**src/rtl/simon_defs_pkg.sv**
```systemverilog
// Shared SIMON definitions: round function, legal word sizes, round-count
// table and a clog2 helper. Used by the decrypt core, the encrypt round and
// the key schedule.
package simon_defs_pkg;

    // Widest legal SIMON word; the generic helpers work at this width.
    localparam int MaxN = 64;

    typedef enum logic [1:0] {
        IDLE  = 2'd0,
        ROUND = 2'd1,
        DONE  = 2'd2
    } coreState_t;

    // SIMON is only defined for these word sizes.
    function automatic bit isLegalN(input int n);
        return (n == 16) || (n == 24) || (n == 32) || (n == 48) || (n == 64);
    endfunction

    // Round count T for word size n and key-word count m; 0 for an illegal pair.
    function automatic int simonRounds(input int n, input int m);
        int t;
        t = 0;
        case ({n, m})
            {32'd16, 32'd4}: t = 32;
            {32'd24, 32'd3}: t = 36;
            {32'd24, 32'd4}: t = 36;
            {32'd32, 32'd3}: t = 42;
            {32'd32, 32'd4}: t = 44;
            {32'd48, 32'd2}: t = 52;
            {32'd48, 32'd3}: t = 54;
            {32'd64, 32'd2}: t = 68;
            {32'd64, 32'd3}: t = 69;
            {32'd64, 32'd4}: t = 72;
            default:         t = 0;
        endcase
        return t;
    endfunction

    // Address width needed for v entries, never less than one bit.
    function automatic int clog2(input int v);
        int r;
        r = 0;
        while ((1 << r) < v) begin
            r = r + 1;
        end
        return (r < 1) ? 1 : r;
    endfunction

    // Rotate the low n bits of v left by s; bits above n come back as zero.
    function automatic logic [MaxN-1:0] rotl(input logic [MaxN-1:0] v,
                                             input int s, input int n);
        logic [MaxN-1:0] mask;
        logic [MaxN-1:0] vm;
        mask = (n >= MaxN) ? '1 : ((MaxN'(1) << n) - MaxN'(1));
        vm   = v & mask;
        return ((vm << s) | (vm >> (n - s))) & mask;
    endfunction

    // SIMON round function f(v) = (v<<<1 & v<<<8) ^ v<<<2 on an n-bit word.
    function automatic logic [MaxN-1:0] simonF(input logic [MaxN-1:0] v,
                                               input int n);
        return (rotl(v, 1, n) & rotl(v, 8, n)) ^ rotl(v, 2, n);
    endfunction

endpackage

```
**src/rtl/simon_inv_round.sv**
```systemverilog
// One SIMON inverse round, purely combinational:
// (x, y) -> (y, x ^ f(y) ^ k).
module simon_inv_round
    import simon_defs_pkg::*;
#(
    parameter int N = 16
) (
    input  logic [N-1:0] x,
    input  logic [N-1:0] y,
    input  logic [N-1:0] k,
    output logic [N-1:0] xNext,
    output logic [N-1:0] yNext
);

    // Undo the encrypt round: the old x is now in y, recover old y.
    assign xNext = y;
    assign yNext = x ^ N'(simonF(MaxN'(y), N)) ^ k;

endmodule

```
**src/rtl/simon_decrypt_core.sv**
```systemverilog
// Iterative SIMON decryptor: one inverse round per clock, round keys read
// from an external synchronous store in order ROUNDS-1 down to 0.
module simon_decrypt_core
    import simon_defs_pkg::*;
#(
    parameter  int N      = 16,
    parameter  int ROUNDS = 32,
    localparam int KW     = clog2(ROUNDS)
) (
    input  logic            clk,
    input  logic            resetN,
    input  logic            inValid,
    output logic            inReady,
    input  logic [2*N-1:0]  inBlock,
    output logic [KW-1:0]   keyAddr,
    input  logic [N-1:0]    keyData,
    output logic            outValid,
    input  logic            outReady,
    output logic [2*N-1:0]  outBlock,
    output logic            busy
);

    if (!isLegalN(N)) begin : gIllegalN
        $error("simon_decrypt_core: N=%0d is not a legal SIMON word size", N);
    end
    if (ROUNDS < 2) begin : gIllegalRounds
        $error("simon_decrypt_core: ROUNDS=%0d is too small", ROUNDS);
    end

    localparam logic [KW-1:0] LastKey = KW'(ROUNDS - 1);

    coreState_t    state;
    coreState_t    nextState;
    logic [KW-1:0] roundCnt;
    logic [N-1:0]  xReg;
    logic [N-1:0]  yReg;
    logic [N-1:0]  xNext;
    logic [N-1:0]  yNext;
    logic          armed;
    logic          accept;

    simon_inv_round #(.N(N)) uInvRound (
        .x     (xReg),
        .y     (yReg),
        .k     (keyData),
        .xNext (xNext),
        .yNext (yNext)
    );

    // State register.
    // NOTE: sequential state uses non-blocking assignments so every flop
    // samples pre-edge values regardless of block ordering.
    always_ff @(posedge clk or negedge resetN) begin
        if (!resetN) begin
            state <= IDLE;
        end else begin
            state <= nextState;
        end
    end

    // Hold off inReady until the first clock after reset release.
    always_ff @(posedge clk or negedge resetN) begin
        if (!resetN) begin
            armed <= 1'b0;
        end else begin
            armed <= 1'b1;
        end
    end

    // Next-state logic, handshake outputs and key-address mux.
    // NOTE: every output gets a default first so no path leaves one
    // unassigned and no latch is inferred.
    always_comb begin
        nextState = state;
        inReady   = 1'b0;
        outValid  = 1'b0;
        busy      = 1'b0;
        keyAddr   = LastKey;
        accept    = 1'b0;
        case (state)
            IDLE: begin
                inReady = armed;
                accept  = inValid && armed;
                if (accept) begin
                    nextState = ROUND;
                end
            end
            ROUND: begin
                busy = 1'b1;
                // Pre-fetch the key for the next round; the store answers a cycle later.
                if (roundCnt != '0) begin
                    keyAddr = roundCnt - KW'(1);
                end else begin
                    nextState = DONE;
                end
            end
            DONE: begin
                busy     = 1'b1;
                outValid = 1'b1;
                if (outReady) begin
                    nextState = IDLE;
                end
            end
            default: nextState = IDLE;
        endcase
    end

    // Block register and round counter: load on accept, one round per ROUND cycle.
    // NOTE: the data registers are reset too, so an aborted block leaves no
    // residue that a later read could expose.
    always_ff @(posedge clk or negedge resetN) begin
        if (!resetN) begin
            xReg     <= '0;
            yReg     <= '0;
            roundCnt <= '0;
        end else begin
            case (state)
                IDLE: begin
                    if (accept) begin
                        xReg     <= inBlock[2*N-1:N];
                        yReg     <= inBlock[N-1:0];
                        roundCnt <= LastKey;
                    end
                end
                ROUND: begin
                    xReg <= xNext;
                    yReg <= yNext;
                    if (roundCnt != '0) begin
                        roundCnt <= roundCnt - KW'(1);
                    end
                end
                default: ;
            endcase
        end
    end

    // Only a finished block is ever visible on outBlock.
    assign outBlock = (state == DONE) ? {xReg, yReg} : '0;

endmodule

```
**config.mk**
```make
export PLATFORM = sky130hd
export DESIGN_NAME = simon_decrypt_core
export DESIGN_NICKNAME = d
export VERILOG_FILES = /design/src/rtl/simon_defs_pkg.sv /design/src/rtl/simon_inv_round.sv /design/src/rtl/simon_decrypt_core.sv
export SDC_FILE = /design/constraint.sdc
export NUM_CORES = 1
export LEC_CHECK = 0
export ABC_CLOCK_PERIOD_IN_PS = 3900
export BUFFER_PORTS_ARGS = -buffer_cell sky130_fd_sc_hd__buf_4
export CORE_ASPECT_RATIO = 0.6
export CORE_MARGIN = 5
export CORE_UTILIZATION = 40
export CTS_BUF_LIST = sky130_fd_sc_hd__clkbuf_8
export DETAILED_ROUTE_END_ITERATION = 8
export PLACE_DENSITY = 0.64
export SLEW_MARGIN = 20
export SYNTH_ARGS = -nofsm -noshare
export SYNTH_HDL_FRONTEND = slang
export SYNTH_HIERARCHICAL = 1
export SYNTH_SLANG_ARGS = --single-unit
```
**constraint.sdc**
```tcl
create_clock -name clk -period 3.9 [get_ports clk]
set_input_delay 0.39 -clock clk [delete_from_list [all_inputs] [get_ports clk]]
set_output_delay 0.39 -clock clk [all_outputs]
set_load 0.005 [all_outputs]
```
==> results.cfg, run 1 <==
[outcome]
status = complete, no violations

[setup_path]
reg2reg_to = roundCnt[2]
crit_arrival_ns = 2.17
cp.required_ns = 3.51
reg2reg_from = state[0]
end_kind = output port
rr_worst_depth = 7
critical_path_class = reg -> out
critPathLaunch = state[1]
start_kind = register
reg2reg_slack_ns = 1.63
path_max_fanout = 39

[synthesis]
ys_seq_area_share_pct = 34.1
syn_nets = 355
synth_edf_count = 0
synthArstFlopShare_pct = 100
yosys_register_bits = 40
netlist_area_um2 = 2930
synthFlopType = dfrtp_1
ys_types = 35
syn_avg_cell_area_um2 = 9.80
netlist_instances = 299
yosysWarnings = 6

[clock_tree]
clkLatencyLatePin_ns = 0.29
h-tree-depth = 2
cts_tree = built
clk_pin_slew_ns = 0.08
hold_buffers = 0
cts_buffers = 5
cts_setup_buffers = 0
cts_buffer_depth = 2
cts_resized = 0
cts_root_buffer = clkbuf_8
clock_sinks = 40

[sta]
min_period_over_period_pct = 65.6
finalSetupViolations = 0
slew_headroom_pct = 52.8
hold_viol = 0
holdWs_ns = 0.0655
slew_viol_final = 0
skew_ns = 0.00665
rsz0062_at_grt = no
max_clock_freq_mhz = 391
tightestPinTransition_ns = 0.698
post-route-min-period_ns = 2.56
setup-tns-final_ns = 0
postLayoutSetupSlackWorst_ns = 1.34

[placed_design]
place_area_um2 = 3560
place_ws_ns = 1.65
portBuffers = 91
place_congestion = 0.914
hpwl_um = 5990

[routing]
ant_nets = 0
firstDrtPassIters = 4
vias = 2402
wirelength_um = 8280
wire_per_inst_um = 18.1
vias_per_cell = 5.24
drcViolationCount = 0
drt_iter0_markers = 138

[power_and_ir_drop]
p_leak_nw = 1.85
peakVddDrop_v = 0.000331
powerDensity_nw_per_um2 = 767

[finish]
syn2layout_area_growth_pct = 25.3
fin_area_um2 = 3670
drive_gt1_share_pct = 29.2
diodes = 0
regArea_um2 = 1000
multi_input_area_um2 = 1720
fin_util_pct = 51.0
layout_common_cells = buf_4, dfrtp_1, a21oi_1, and2_1, nor3_1
layout_commonest_cell = buf_4
nNetsFinal = 422
n_fill_cell = 688

[floorplan]
dieArea_um2 = 9200
core_um2 = 7210
boundaryPins = 92
fp.dieW_um = 121
die_h_um = 76.3
rows = 24
initial_core_util_pct = 40.7

[worst_hold_path]
holdCritPathClass = in -> async

[global_routing]
grt_pass1_vias = 2313
grt-ovfl-total = 0
grt_max_degree = 41
grt_pass1_wl_um = 12900
grt_antenna_before_repair = 0
grt_usage_pct = 17.7

[job]
cap_violations = 0
==> cell usage after synthesis (3+ instances only) <==
library cell / instances / area, um^2
a21oi_1: 34 / 170
a22o_1: 3 / 26.3
and2_1: 33 / 206
buf_2: 7 / 35.0
buf_4: 16 / 120
clkbuf_1: 11 / 41.3
dfrtp_1: 40 / 1000
ha_1: 4 / 50.1
inv_1: 5 / 18.8
mux2i_1: 32 / 320
nand2_1: 20 / 75.1
nor3_1: 33 / 165
o21ai_0: 6 / 30.0
xnor3_1: 16 / 360
xor2_1: 16 / 140
==> through the flow <==
stage / power, mW / std cells
detailed placement: 2.49 / 450
global route: 3.02 / 458
CTS: 2.83 / 458
floorplan: 2.19 / 299
finish: 2.82 / 458
global placement: 2.45 / 450
==> worst max-delay path, stage by stage (launching register included) <==
cell and delay [ns]:
dfrtp_1 0.39, inv_1 0.10, ha_2 0.18, buf_4 0.52, inv_1 0.19, nor2_1 0.25, nand2_1 0.08, buf_4 0.14
==> report_power, final <==
group          internal (mW)  switching (mW)  leakage, nW
registers              0.607           0.285        0.436
clock network          0.187           0.150       0.0593
logic                  0.895           0.694         1.35
total                   1.69            1.13         1.85
==> worst max-delay path by stage <==
stage / endpoint / slack [ns] / cells after the start
after global routing: keyAddr[3] / 1.15 / 7
final: keyAddr[3] / 1.34 / 7
after detailed placement: keyAddr[3] / 1.65 / 7
after floorplan: state[0] / 2.02 / 5
after CTS: keyAddr[3] / 1.33 / 7
after global placement: keyAddr[0] / 1.69 / 7
==> metal layers <==
layer / GRT usage [%] / up-vias / part of all wire, %
met5: 0 / - / 0
met4: 3.05 / 0 / 0.28
met3: 4.01 / 2 / 8.2
met2: 24.1 / 90 / 42
met1: 28.4 / 1143 / 50
li1: - / 1167 / -
==> cell type report <==
type	instances	share of cell area [%]
Multi-Input combinational cell	219	46.8
Inverter	5	0.511
Clock buffer	5	1.87
Sequential cell	40	27.2
Tap cell	91	3.10
Timing Repair Buffer	95	19.4
Clock inverter	3	1.06
==> cell families after synthesis <==
group | after synthesis | synth area share (%)
AO/OA/AOI/OAI | 49 | 9.60
XOR/XNOR | 33 | 17.4
adder cells (fa/ha/maj) | 4 | 1.71
buffers and inverters | 40 | 7.47
flip-flops | 40 | 34.1
multiplexers | 33 | 11.3
other | 1 | 0.128
AND/OR/NAND/NOR | 99 | 18.3
==> sequential cells by signal, indices dropped and copies added, names as in the netlist <==
register	cells
state	2
roundCnt	5
yReg	16
xReg	16
armed	1
No activity file was read; power rests on OpenSTA's default activity.
==> run 2, diff against run 1 <==
ABC_CLOCK_PERIOD_IN_PS = 2100   (was 3900)
PLACE_DENSITY = 0.67   (was 0.64)
clock period = 2.1 ns   (was 3.9 ns; I/O delays follow)
==> results.cfg, run 2 (synthesis gave the netlist of run 1 again) <==
[outcome]
status = complete, no violations

[routing]
vias_per_cell = 5.32
firstDrtPassIters = 4
wirelength_um = 8420
vias = 2458
ant_nets = 0
wire_per_inst_um = 18.2
drcViolationCount = 0
drt_iter0_markers = 119

[sta]
min_period_over_period_pct = 94.4
max_clock_freq_mhz = 505
post-route-min-period_ns = 1.98
setup-tns-final_ns = 0
holdWs_ns = 0.217
skew_ns = 0.00334
finalSetupViolations = 0
slew_viol_final = 0
slew_headroom_pct = 60.9
rsz0062_at_grt = no
tightestPinTransition_ns = 0.586
hold_viol = 0

[power_and_ir_drop]
p_comb_share_pct = 59.8
powerDensity_nw_per_um2 = 1410
switching_power_mw = 2.12
pwr-share-seq_pct = 31.1
swShare_pct = 40.1
pwr-share-clk_pct = 9.1
peakVddDrop_v = 0.000500
p_leak_nw = 1.88
p_int_mw = 3.17

[setup_path]
path_max_fanout = 6
critical_path_class = reg -> reg
reg2reg_to = state[0]
start_kind = register
critPathSlowestCell = or4b_4
end_kind = register
reg2reg_slack_ns = 0.12
rr_worst_depth = 5
crit_buf_inv = 1
cp_top_family = simple AND/OR/NAND/NOR gates
cp_slowest_stage_delay_ns = 0.49
cp.required_ns = 2.27
reg2reg_from = roundCnt[0]
path_cells = inv_1 > ha_4 > or4b_4 > a221oi_2 > mux2_1
crit_arrival_ns = 2.16

[placed_design]
portBuffers = 91
place_area_um2 = 3610
place_congestion = 0.890
hpwl_um = 5910

[clock_tree]
cts_root_buffer = clkbuf_8
cts_tree = built
clk_pin_slew_ns = 0.08
cts_buffer_depth = 2
cts_setup_buffers = 0
h-tree-depth = 2
cts_buffers = 5
clock_sinks = 40
clkLatencyLatePin_ns = 0.29

[floorplan]
initial_core_util_pct = 40.7
dieArea_um2 = 9200
boundaryPins = 92
die_h_um = 76.3
fp.dieW_um = 121
core_um2 = 7210
rows = 24

[global_routing]
grt-ovfl-total = 0
grt_pass1_wl_um = 13400
grt_pass1_vias = 2456
grt_antenna_before_repair = 0
grt_usage_pct = 18.2
grt_max_degree = 41

[finish]
diodes = 0
n_fill_cell = 681
layout_common_cells = buf_4, dfrtp_1, a21oi_1, and2_1, nor3_1
fin_area_um2 = 3750
layout_commonest_cell = buf_4
drive_gt1_share_pct = 30.2
largestRegisters = xReg x16, yReg x16, roundCnt x5
syn2layout_area_growth_pct = 28.0
nNetsFinal = 427

[job]
cap_violations = 0

[worst_hold_path]
hp-start = inBlock[14]
holdCritPathClass = in -> reg
hold-path-endpoint = yReg[14]
holdPathStages = 3
run 2: worst max-delay path by stage:
| stage | startpoint | endpoint | slack (ns) | cells past startpoint |
|---|---|---|---|---|
| 2_1_floorplan | roundCnt[0] | state[0] | 0.22 | 5 |
| 3_3_place_gp | roundCnt[0] | state[0] | 0.18 | 5 |
| 3_5_place_dp | roundCnt[0] | state[0] | 0.11 | 5 |
| 4_1_cts | state[1] | keyAddr[1] | 0.06 | 7 |
| 5_1_grt | roundCnt[0] | state[0] | 0.01 | 5 |
| 6_report | roundCnt[0] | state[0] | 0.12 | 5 |
run 2: routing by layer:
metal	vias up	GRT usage, %	share of wire (%)
met3	2	4.90	9.0
met1	1190	28.6	47
met4	0	2.04	0.071
met2	94	25.5	44
li1	1172	-	-
met5	-	0	0
run 2: through the flow:
stage | utilization (%) | power, mW | instances | setup WS [ns]
finish | 52.1 | 5.29 | 462 | 0.118
global route | 52.1 | 5.70 | 462 | 0.0118
CTS | 51.9 | 5.27 | 462 | 0.0569
detailed placement | 50.1 | 4.68 | 453 | 0.113
global placement | 50.1 | 4.60 | 453 | 0.179
floorplan | - | 4.08 | 299 | 0.221
run 2: timing repair:
item	4_1_cts	5_1_grt
gates cloned	1	0
hold endpoints to repair	40	0
resized for setup	1	3
endpoints found under the setup margin	3	5
hold buffers	1	0
run 2: power groups by stage:
| stage | registers (mW) | logic (mW) | clock network [mW] |
|---|---|---|---|
| floorplan | 1.44 | 2.64 | 0 |
| global placement | 1.63 | 2.97 | 0 |
| detailed placement | 1.64 | 3.03 | 0 |
| CTS | 1.64 | 3.14 | 0.496 |
| global route | 1.70 | 3.48 | 0.524 |
| finish | 1.64 | 3.16 | 0.484 |
run 2: worst reg2reg max path: stages (launching register included):
cell and delay [ns]:
dfrtp_1 0.41, inv_1 0.15, ha_4 0.18, or4b_4 0.49, a221oi_2 0.30, mux2_1 0.34
run 2: area by class of cell:
type                    instances  area, um^2  area share, %
clock buffers                   5        68.8           1.83
clock inverters                 2        8.76          0.233
inverters                       5        18.8          0.500
multi-input cells             219        1740           46.3
flip-flops and latches         40        1000           26.7
well taps                      91         114           3.03
repair buffers                100         803           21.4
